`config.mk`:
```
export PLATFORM = sky130hd
export DESIGN_NAME = td4_sequencer
export DESIGN_NICKNAME = d
export VERILOG_FILES = /design/src/rtl/td4_pkg.sv /design/src/rtl/td4_sequencer_decoder.sv /design/src/rtl/td4_sequencer.sv
export SDC_FILE = /design/constraint.sdc
export NUM_CORES = 1
export LEC_CHECK = 0
export ABC_AREA = 1
export BUFFER_PORTS_ARGS = -buffer_cell sky130_fd_sc_hd__buf_2
export CORE_MARGIN = 4
export CORE_UTILIZATION = 40
export CTS_CLUSTER_DIAMETER = 150
export DETAILED_ROUTE_END_ITERATION = 10
export PLACE_DENSITY = 0.61
export SYNTH_ARGS = -nofsm -noshare
export SYNTH_HDL_FRONTEND = slang
export SYNTH_HIERARCHICAL = 1
export SYNTH_SLANG_ARGS = --single-unit
```
`constraint.sdc`:
```
create_clock -name i_clk -period 4.02 [get_ports i_clk]
set_input_delay 0.201 -clock i_clk [delete_from_list [all_inputs] [get_ports i_clk]]
set_output_delay 0.201 -clock i_clk [all_outputs]
set_load 0.02 [all_outputs]
```
`src/rtl/td4_pkg.sv`:
```
// Shared definitions for the TD4 fetch/execute sequencer and its decoder.
package td4_pkg;

    typedef enum logic [1:0] {
        StIdle  = 2'd0,
        StFetch = 2'd1,
        StExec  = 2'd2,
        StHalt  = 2'd3
    } state_e;

    // Bit positions inside the active-low LOAD_N strobe vector.
    localparam int unsigned LD_A   = 0;
    localparam int unsigned LD_B   = 1;
    localparam int unsigned LD_OUT = 2;
    localparam int unsigned LD_PC  = 3;

    localparam logic [3:0] OP_ADD_A_IM = 4'b0000;
    localparam logic [3:0] OP_JNC      = 4'b1110;
    localparam logic [3:0] OP_JMP      = 4'b1111;

endpackage

```
`src/rtl/td4_sequencer_decoder.sv`:
```
// Classic TD4 gate-level instruction decoder: opcode + carry flag to
// active-low register loads and ALU source select.
module td4_sequencer_decoder
    import td4_pkg::*;
(
    input  logic [3:0] i_op,
    input  logic       i_cf,
    output logic [3:0] o_load_n,
    output logic [1:0] o_select
);

    assign o_select[0] = i_op[0] | i_op[3];
    assign o_select[1] = i_op[1];

    assign o_load_n[LD_A]   = i_op[2] | i_op[3];
    assign o_load_n[LD_B]   = ~i_op[2] | i_op[3];
    assign o_load_n[LD_OUT] = i_op[2] | ~i_op[3];
    // JNC (op[0]=0) suppresses the PC load while the carry flag is set.
    assign o_load_n[LD_PC]  = ~i_op[2] | ~i_op[3] | (~i_op[0] & i_cf);

endmodule

```
`src/rtl/td4_sequencer.sv`:
```
// Multi-cycle fetch/execute controller for the TD4 datapath: handshaked ROM
// fetch, one-cycle execute strobes, run/step/stop control and ROM timeout fault.
module td4_sequencer
    import td4_pkg::*;
#(
    parameter int unsigned ADDR_W      = 4,
    parameter int unsigned ROM_TIMEOUT = 15,
    parameter int unsigned CNT_W       = 8
) (
    input  logic              i_clk,
    input  logic              i_reset,
    input  logic              i_run,
    input  logic              i_step,
    input  logic              i_halt_req,
    output logic              o_rom_req,
    output logic [ADDR_W-1:0] o_rom_addr,
    input  logic [7:0]        i_rom_data,
    input  logic              i_rom_valid,
    input  logic [3:0]        i_alu_sum,
    input  logic              i_alu_carry,
    output logic [3:0]        o_im,
    output logic [3:0]        o_load_n,
    output logic [1:0]        o_select,
    output logic              o_cf,
    output logic              o_busy,
    output logic              o_fault,
    output logic [CNT_W-1:0]  o_instr_cnt
);

    localparam logic [7:0] TMO_LAST = 8'(ROM_TIMEOUT - 1);

    state_e             r_state;
    logic [ADDR_W-1:0]  r_pc;
    logic               r_cf;
    logic [3:0]         r_op;
    logic [3:0]         r_im;
    logic               r_rom_req;
    logic               r_fault;
    logic [CNT_W-1:0]   r_cnt;
    logic [7:0]         r_tmo;
    logic               r_step_mode;

    logic [3:0]         w_dec_load_n;
    logic [1:0]         w_dec_select;
    logic               w_exec;

    td4_sequencer_decoder u_decoder (
        .i_op     (r_op),
        .i_cf     (r_cf),
        .o_load_n (w_dec_load_n),
        .o_select (w_dec_select)
    );

    always_ff @(posedge i_clk) begin
        if (i_reset) begin
            r_state     <= StIdle;
            r_pc        <= '0;
            r_cf        <= 1'b0;
            r_op        <= '0;
            r_im        <= '0;
            r_rom_req   <= 1'b0;
            r_fault     <= 1'b0;
            r_cnt       <= '0;
            r_tmo       <= '0;
            r_step_mode <= 1'b0;
        end else begin
            unique case (r_state)
                StIdle: begin
                    if ((i_run || i_step) && !i_halt_req) begin
                        r_state     <= StFetch;
                        r_rom_req   <= 1'b1;
                        r_step_mode <= i_step & ~i_run;
                    end
                end
                StFetch: begin
                    if (i_rom_valid) begin
                        r_op      <= i_rom_data[7:4];
                        r_im      <= i_rom_data[3:0];
                        r_tmo     <= '0;
                        r_rom_req <= 1'b0;
                        r_state   <= StExec;
                    end else begin
                        r_tmo <= r_tmo + 8'd1;
                        if (r_tmo == TMO_LAST) begin
                            r_fault   <= 1'b1;
                            r_rom_req <= 1'b0;
                            r_state   <= StHalt;
                        end
                    end
                end
                StExec: begin
                    r_cf  <= i_alu_carry;
                    r_cnt <= r_cnt + CNT_W'(1);
                    if (!w_dec_load_n[LD_PC]) begin
                        r_pc <= ADDR_W'(i_alu_sum);
                    end else begin
                        r_pc <= r_pc + ADDR_W'(1);
                    end
                    if (i_halt_req || r_step_mode || !i_run) begin
                        r_state <= StIdle;
                    end else begin
                        r_state   <= StFetch;
                        r_rom_req <= 1'b1;
                    end
                end
                StHalt: begin
                    // Only reset leaves the fault state.
                    r_state <= StHalt;
                end
                default: r_state <= StIdle;
            endcase
        end
    end

    assign w_exec      = (r_state == StExec);
    assign o_load_n    = w_exec ? w_dec_load_n : 4'b1111;
    assign o_select    = w_exec ? w_dec_select : 2'b00;
    assign o_busy      = (r_state == StFetch) || (r_state == StExec);
    assign o_rom_req   = r_rom_req;
    assign o_rom_addr  = r_pc;
    assign o_im        = r_im;
    assign o_cf        = r_cf;
    assign o_fault     = r_fault;
    assign o_instr_cnt = r_cnt;

endmodule

```
== Word-level counts from Yosys, hierarchy flattened ==
Index checks and enable logic that the tools add are counted.

* Bits in registers: 34
* Bits of input ports: 19
* Output and inout bits: 26
* Logic and storage cells: 61

* Add/subtract/negate cells: 3
* Equality and inequality tests: 7
* Muxes and demuxes: 14
* Bitwise gates (word level): 13
* Reductions and logical operators: 14

{| class="wikitable"
|+ Operators with widths
! cell !! count
|-
| 8-bit by 1-bit adder with 8-bit output (second input constant) || 2
|-
| 8-bit by 4-bit equality test with 1-bit output (second input constant) || 1
|-
| 2-bit 2-to-1 mux || 4
|-
| 4-bit 2-to-1 mux || 2
|-
| 8-bit 2-to-1 mux || 1
|-
| 2-bit case mux with 4 select lines || 1
|-
| 1-bit bitwise OR || 6
|-
| 2-bit AND reduction || 3
|-
| 1-bit 2-to-1 mux || 5
|-
| 1-bit inverter || 5
|-
| 4-bit by 1-bit adder with 4-bit output (second input constant) || 1
|-
| 2-bit equality test (second input constant) || 2
|-
| 1-bit logical OR || 4
|-
| 2-bit inequality test (second input constant) || 2
|-
| 4-bit AND reduction || 1
|-
| 3-bit inequality test (second input constant) || 1
|-
| 1-bit case mux with 3 select lines || 1
|-
| 3-bit AND reduction || 1
|-
| 3-bit nonzero test || 1
|-
| 1-bit bitwise AND || 2
|-
| 2-bit by 1-bit equality test with 1-bit output (second input constant) || 1
|-
| 1-bit zero test || 2
|-
| 2-bit zero test || 1
|-
| 1-bit logical AND || 1
|}

== Logic depth before layout (Yosys ltp) ==
Gate-level depths: netlist of the first run.

* Depth after elaboration: 4
* Mapped depth: 10
* Depth with buffers taken out: 9

== By module ==
Netlist of the first run, hierarchy kept.

{| class="wikitable"
|+ Modules (own cells, without submodules)
! module !! times used !! cells each !! area an instance (um2) !! sequential area each (um2)
|-
| td4_sequencer || 1 || 228 || 1736.7 || 680.7
|-
| td4_sequencer_decoder || 1 || 12 || 48.8 || 0.0
|}

== Worst setup path after synthesis of the first run ==
OpenSTA, ideal clock, no wires.

* Path kind: flip-flop to flip-flop
* Start: register r_state[1]
* End: register r_state[0]
* Setup time: 113 ps
* Arrival: 1188 ps
* Required time: 3907 ps
* Slack: 2719 ps
* Stages on the path, launching flop included: 10
* Path buffers: 1
* Clock period less this slack: 1301 ps
* Cell sequence: dfxtp_1 -> inv_1 -> ha_1 -> buf_6 -> inv_6 -> nor2_8 -> nor3_1 -> nand2_1 -> o21ai_1 -> nor2_1

* Cells in the longest elaborated chain, start to end: 3
* Elaborated cells between the ends (all ways): 8
* Those cells by class: eq/ne (5); mux (1); reduce/logical (2)

{| class="wikitable"
|+ RTL lines
! element !! line !! source
|-
| start, declared || td4_sequencer.sv:32 || <nowiki>state_e r_state;</nowiki>
|-
| start signal, assigned || td4_sequencer.sv:56 || <nowiki>r_state <= StIdle;</nowiki>
|-
| start signal, assigned || td4_sequencer.sv:70 || <nowiki>r_state <= StFetch;</nowiki>
|-
| start signal, assigned || td4_sequencer.sv:81 || <nowiki>r_state <= StExec;</nowiki>
|-
| 2-bit by 1-bit equality test with 1-bit output or 2-bit zero test (tied branches) || td4_sequencer.sv:67 || <nowiki>unique case (r_state)</nowiki>
|-
| 3-bit inequality test (no line) or 2-bit inequality test (tied branches) || - ||
|-
| 2-bit AND reduction (no line) || - ||
|}

Parallel ways exist; a longest one is shown, timed or not.
A chain may end at the register's enable or synchronous reset.

== Worst setup path after layout of the first run ==
* Start: register r_state[0]
* End: output port o_load_n[2]

* Cells in the longest elaborated chain, start to end: 2

{| class="wikitable"
|+ RTL lines
! element !! line !! source
|-
| 2-bit equality test || td4_sequencer.sv:115 || <nowiki>assign w_exec = (r_state == StExec);</nowiki>
|-
| 4-bit 2-to-1 mux || td4_sequencer.sv:116 || <nowiki>assign o_load_n = w_exec ? w_dec_load_n : 4'b1111;</nowiki>
|-
| end, declared || td4_sequencer.sv:22 || <nowiki>output logic [3:0] o_load_n,</nowiki>
|}

No other way between the ends.

==> impl_results.md, run 1 <==
* Chip Height at 74.81 µm
* Layout cells sized above 1 at 0.2772
* Met2 usage in global routing at 0.2166
* Most frequently used cell type in the post-synthesis netlist: sky130_fd_sc_hd__nor2_1
* Effective utilization at floorplan at 0.4129
* Number of buffers inserted by port buffering at 44
* Number of nets in the synthesized netlist at 268
* Overall via count from detail_route at 1,606
* P_leak at 1.009 nW
* Unrepaired setup endpoints after global routing: false
* Detailed-route wire length at 3820 µm
* Clk_skew at 0.005301 ns
* Global-route total usage across every layer at 0.1465
* Number of max-cap violations at 0
* Biggest fanout along the worst timing path at 18
* Delay-heaviest family, CP: adder cells
* Cell count after synthesis at between 200 and 250
* Crit path launch type: register
* Average cell area after synthesis at 7.439 µm²
* Upper clock frequency limit at ~470 MHz
* Met3 track demand over resource at 0.02937
* Final routed DRC violation total at 0
* Share of synthesized flip-flops with an asynchronous set or reset at 0
* Status: finished, final reports clean
* Detailed Routing Iterations Pass 1 at 5
* Number of global-route vias before repair at roughly 1,400
* YS warnings at 6
* Setup slack, reg-to-reg at 2.28 ns
* Routability cong. at 0.8493
* Final antenna-violating net count at 0
* Full die area at between 5000 and 6000 µm²
* Power density over cell area at 591.3 nW/µm²
* Detailed placement HPWL at approximately 2800 µm
* Worst-path cell with the longest stage delay: sky130_fd_sc_hd__ha_1
* Reg-to-reg critical path endpoint: o_instr_cnt[7]
* CP Data Arrival Time at 1.93 ns
* Share of the clock period used by the worst path after layout at 0.5292
* Maximum root-to-sink buffer count at 2
* Overall overflow remaining after global route at 0
* Hold-critical path depth at 3
* Count of cell types in the netlist at 38
* Worst slack, placed at 2.176 ns
* Later-pin clock latency in the skew report at 0.29 ns
* First-pass GRT wire length at 6320 µm
* Period minus WS final at 2.127 ns
* Worst path required time at approximately 3.8 ns
* Global routing usage on met1 at 0.2020
* Number of nets in the layout at 312
* Clock net sink count at 34
* Final-layout worst hold slack at 0.1557 ns
* Clock tree from TritonCTS: built
* Post-CTS Resized at 0
* Hold Crit Start: i_alu_carry
* Post-DR vias/cell at around 4.8
* Kind of end point of the critical path: output port
* Worst reg2reg path depth at 8
* Largest stage delay on the critical path at 0.57 ns
* Standard-cell row count at 24
* Horizontal die dimension at 74.81 µm
* Setup violations, final at 0
* DR WL/cell at 11.34 µm
* Hold violation count in the final report at 0
* Sum of buffers and inverters on the critical path at 3
* Synthesized area at 1785 µm²
* Source of the worst register-to-register timing path: r_state[0]
* Slew Limit Headroom at 0.5760
* Worst slew pin tran at about 0.64 ns
* Root buffer cell: sky130_fd_sc_hd__clkbuf_8
* Sum of negative setup slack at 0 ns
* Share of Yosys cell area claimed by the top area cell type at 0.3812
* Area of the placeable core at 4324 µm²
* Post-synthesis sequential area ratio at 0.3812
* Register bit total from synthesis at 34
* Final standard cell area without fillers at 2163 µm²
* Ports placed on the boundary at between 40 and 50
* Hold buffer count at CTS at 0
* Critical path class: reg -> out
* Origin of the worst setup path: r_state[0]
* Peak ir drop on the vdd network at 0.0003048 V
* Pwr Total at approximately 1.3 mW
* Hold Crit Class: in -> reg
* Pin count of the biggest net entering global routing at 23
* Clock buffers created by TritonCTS at 5
* Final Max Slew Viols at 0
* Maximum level of the CTS H-tree at 2
* Primary flip-flop cell chosen by synthesis mapping: sky130_fd_sc_hd__dfxtp_1
* Area growth syn-to-layout at 21.16%
* Library cell occupying the most area in the post-synthesis netlist: sky130_fd_sc_hd__dfxtp_1
* Worst min-delay path endpoint: o_cf
* Layer with the highest usage after global routing: met2
* Top cells by count, synth: 46 x sky130_fd_sc_hd__nor2_1, 34 x sky130_fd_sc_hd__dfxtp_1, 32 x sky130_fd_sc_hd__nand2_1
* Cell chain of the critical path: inv_1 -> ha_1 -> inv_2 -> or2_2 -> buf_2
* Post-CTS clock slew at the launch and capture registers of the worst setup and hold paths at 0.07 ns
* Number of synthesized flops with an enable pin at 0
* Number of antenna violations at the first check in global routing at 0
* Post-CTS setup buffer count at 0
* Final WS setup at approximately 1.9 ns
* Ant. Diodes at 0
* Cell Area, Placed at 2021 µm²
* Number of design-rule violations left by the first detailed-router iteration at 82
* Leading post-synthesis cells by cell area: sky130_fd_sc_hd__dfxtp_1 38%, sky130_fd_sc_hd__nor2_1 9.7%, sky130_fd_sc_hd__nand2_1 6.7%
## cells in the final DEF, fill, tap and decap left out, types with 6 or more instances in the layout
master / synthesis / layout
sky130_fd_sc_hd__a21oi_1: 11 / 11
sky130_fd_sc_hd__buf_2: 4 / 44
sky130_fd_sc_hd__clkbuf_8: 0 / 6
sky130_fd_sc_hd__dfxtp_1: 34 / 34
sky130_fd_sc_hd__ha_1: 9 / 9
sky130_fd_sc_hd__inv_1: 25 / 25
sky130_fd_sc_hd__nand2_1: 32 / 32
sky130_fd_sc_hd__nand3_1: 8 / 8
sky130_fd_sc_hd__nor2_1: 46 / 46
sky130_fd_sc_hd__nor3_1: 10 / 10
sky130_fd_sc_hd__o21ai_0: 14 / 14
## layer usage
layer	share of wire	up-vias	wire [µm]
met2	0.43	41	1646
met4	0.016	0	63
met5	0	-	0
met1	0.49	703	1879
met3	0.060	5	231
li1	-	857	-
## worst max-delay path by stage
stage	to	slack [ns]	cells after the start
6_report	o_load_n[2]	1.89	5
5_1_grt	o_load_n[2]	1.73	5
4_1_cts	o_load_n[2]	1.87	5
3_5_place_dp	o_load_n[2]	2.18	5
3_3_place_gp	o_load_n[2]	2.23	5
2_1_floorplan	r_state[0]	2.72	9
## tightest hold or removal path, stage by stage
cell                     delay (ns)
sky130_fd_sc_hd__buf_2         0.07
sky130_fd_sc_hd__nor2_1        0.03
sky130_fd_sc_hd__nor2_1        0.09
## flip-flops by register name, indices dropped and copies added (netlist names), 2 cells and up
register and flops:
o_rom_addr 4, r_op 4, o_instr_cnt 8, r_state 2
o_im 4, r_tmo 8
## through the flow
step	cells	util
floorplan	240	-
global placement	329	0.4673
detailed placement	329	0.4673
CTS	337	0.5003
global route	337	0.5003
finish	337	0.5003
## report_power, final
group	internal, mW	switching [mW]	total (mW)
clock network	0.265	0.126	0.390
logic	0.154	0.290	0.445
registers	0.396	0.0481	0.444
## kinds of logic after synthesis
| kind of cell | Yosys count | share of synthesized area |
|---|---|---|
| and+or+nand+nor | 118 | 0.3210 |
| buffers and inverters | 40 | 0.1009 |
| AOI/OAI and AO/OA | 38 | 0.1289 |
| DFF | 34 | 0.3812 |
| adders and majority gates | 9 | 0.06307 |
| xor gates and xnor gates | 1 | 0.004906 |
## area by class of cell
class	instances	area (µm²)
Clock buffer	6	82.58
Timing Repair Buffer	44	220.2
Fill cell	455	2161
Inverter	33	130.1
Sequential cell	34	680.7
Clock inverter	2	60.06
Tap cell	52	65.06
Multi-Input combinational cell	166	924.6
(Power assumes the default switching activity.)
==> run 2, diff against run 1 <==
Settings changed: PLACE_DENSITY 0.61 to 0.63.
Clock period 4.02 ns to 1.8 ns, I/O delays scaled along.
==> run 2 against run 1 <==
  * Critical path depth up 4
  * Non-clock buffer count up 2
  * Clock-buffer cell count unchanged
  * Die area unchanged
  * Critical endpoint is now r_state[0]
==> impl_results.md, run 2 (synthesized netlist as in run 1, its figures left out) <==
* Post-route core utilization at 0.4957
* Sequential fraction of design power at 0.384
* Pwr Total at 2.596 mW
* Crit path launch type: register
* Post-CTS clock slew at the launch and capture registers of the worst setup and hold paths at 0.07 ns
* Area growth syn-to-layout at 20.04%
* Area of the placeable core at 4324 µm²
* Sum of buffers and inverters on the critical path at 3
* Period minus WS final at 1.626 ns
* Horizontal die dimension at 74.81 µm
* Critical path class: reg -> reg
* Later-pin clock latency in the skew report at 0.29 ns
* Post-DR vias/cell at 4.773
* Sum of negative setup slack at 0 ns
* Number of nets in the layout at 314
* Final routed DRC violation total at 0
* Reg-to-reg critical path endpoint: r_state[0]
* Worst-path cell with the longest stage delay: sky130_fd_sc_hd__ha_1
* Final standard cell area without fillers at 2143 µm²
* Maximum level of the CTS H-tree at 2
* Global routing usage on met1 at 0.1844
* Worst path required time at 1.98 ns
* Routability cong. at between 0.8 and 0.9
* Final antenna-violating net count at 0
* Clock buffers created by TritonCTS at 5
* Ports placed on the boundary at 45
* Setup slack, reg-to-reg at 0.17 ns
* Worst reg2reg path depth at 9
* Detailed-route wire length at 3842 µm
* Standard-cell row count at 24
* Clk_skew at 0.009665 ns
* Largest stage delay on the critical path at 0.44 ns
* Overall via count from detail_route at roughly 1,600
* Hold Crit Class: in -> reg
* Unrepaired setup endpoints after global routing: false
* Ant. Diodes at 0
* Switching power at 1.037 mW
* Worst slack, placed at 0.2028 ns
* Root buffer cell: sky130_fd_sc_hd__clkbuf_8
* Share of the clock period used by the worst path after layout at 0.9034
* Worst slew pin tran at 0.4465 ns
* Peak ir drop on the vdd network at 0.0006845 V
* Pin count of the biggest net entering global routing at 13
* P_leak at 0.9950 nW
* Overall overflow remaining after global route at 0
* Number of buffers inserted by port buffering at 44
* Status: finished, final reports clean
* Clock tree from TritonCTS: built
* Upper clock frequency limit at between 600 and 700 MHz
* DR WL/cell at ~11 µm
* Slew Limit Headroom at 0.7024
* Layout cells sized above 1 at 0.2857
* Cell chain of the critical path: inv_1 -> ha_1 -> inv_6 -> nor2_8 -> o21ai_4 -> nand2_2 -> clkinv_1 -> nor2_1 -> nor2_1
* Hold Crit Start: i_alu_carry
* CP Data Arrival Time at between 1.5 and 2 ns
* Net switching fraction of the power at 0.3995
* Biggest fanout along the worst timing path at 9
* Pint at 1.559 mW
* Count of fill cells added during filler insertion at about 440
* Placed Instances at 331
* Layer with the highest usage after global routing: met2
* Global-route total usage across every layer at 0.1474
* Final WS setup at 0.1739 ns
* Final Max Slew Viols at 0
* Final-layout worst hold slack at 0.01941 ns
* Combinational power share at 0.388
* Source of the worst register-to-register timing path: r_state[1]
* Filler-free cell count of the finished design at 339
* Number of antenna violations at the first check in global routing at 0
* Most Frequent Cell on Critical Path: sky130_fd_sc_hd__nor2_1
* Cell Area, Placed at 2036 µm²
* Maximum root-to-sink buffer count at 2
* Met3 track demand over resource at 0.05073
* First-pass GRT wire length at ~6400 µm
* Detailed placement HPWL at a little under 3000 µm
* Clock network fraction of design power at 0.228
* Kind of end point of the critical path: register
* Met2 usage in global routing at 0.2420
* Number of global-route vias before repair at 1,437
* Hold-critical path depth at 3
* Number of max-cap violations at 0
* Detailed Routing Iterations Pass 1 at 5
* Effective utilization at floorplan at 0.4129
* Clock net sink count at 34
* Delay-heaviest family, CP: adder cells
* Number of design-rule violations left by the first detailed-router iteration at 35
* Worst min-delay path endpoint: o_cf
* Setup violations, final at 0
* Hold violation count in the final report at 0
* Leading cell types in the layout, fill and taps excluded: 46 x sky130_fd_sc_hd__nor2_1, 44 x sky130_fd_sc_hd__buf_2, 34 x sky130_fd_sc_hd__dfxtp_1, 32 x sky130_fd_sc_hd__nand2_1, 25 x sky130_fd_sc_hd__inv_1
* Commonest non-fill, non-tap cell in the layout: sky130_fd_sc_hd__nor2_1
* Chip Height at about 75 µm
* Full die area at 5597 µm²
* Power density over cell area at 1211 nW/µm²
## run 2: changes by cell type in the layout (fill, tap and decap cells not counted), sizes merged
| cell | before | now |
|---|---|---|
| buf | 44 | 46 |
| bufinv | 2 | 0 |
| clkinv | 3 | 4 |
| clkinvlp | 0 | 1 |
## run 2: cell type report
class	instances	area, µm²	share of cell area
clock buffers	6	82.58	0.03853
clock inverters	2	12.51	0.005838
inverters	33	130.1	0.06071
multi-input cells	166	937.1	0.4372
flip-flops and latches	34	680.7	0.3176
well taps	52	65.06	0.03036
repair buffers	46	235.2	0.1097
## run 2: worst min-delay path, stage by stage
cell and delay (ns):
sky130_fd_sc_hd__buf_2 0.07, sky130_fd_sc_hd__nor2_1 0.03, sky130_fd_sc_hd__nor2_1 0.08
## run 2: layer usage
layer | vias up | routed length (µm)
met5 | - | 0
met4 | 0 | 31
met3 | 4 | 214
met2 | 30 | 1839
met1 | 725 | 1757
li1 | 859 | -
## run 2: worst max path at each step
stage,startpoint,end,slack [ns],cells after the start
floorplan,r_state[1],r_state[0],0.50,9
global placement,r_state[1],r_state[0],0.27,9
detailed placement,r_state[1],r_state[0],0.20,9
CTS,r_state[0],o_load_n[0],0.08,5
global route,r_state[1],r_state[1],0.03,9
finish,r_state[1],r_state[0],0.17,9
## run 2: power groups by stage
stage                     clock network [mW]  logic (mW)  registers [mW]
after global placement                     0       0.994            1.01
after detailed placement                   0        1.00            1.01
final                                  0.592        1.01           0.998
after global routing                   0.644        1.15            1.02
after CTS                              0.604        1.01           0.995
after floorplan                            0       0.701            1.08
## run 2: what timing repair did
item	4_1_cts	5_1_grt
endpoints found under the setup margin	3	3
resized for setup	1	1
buffers inserted	0	0
pin swaps	0	0
hold buffers	0	0
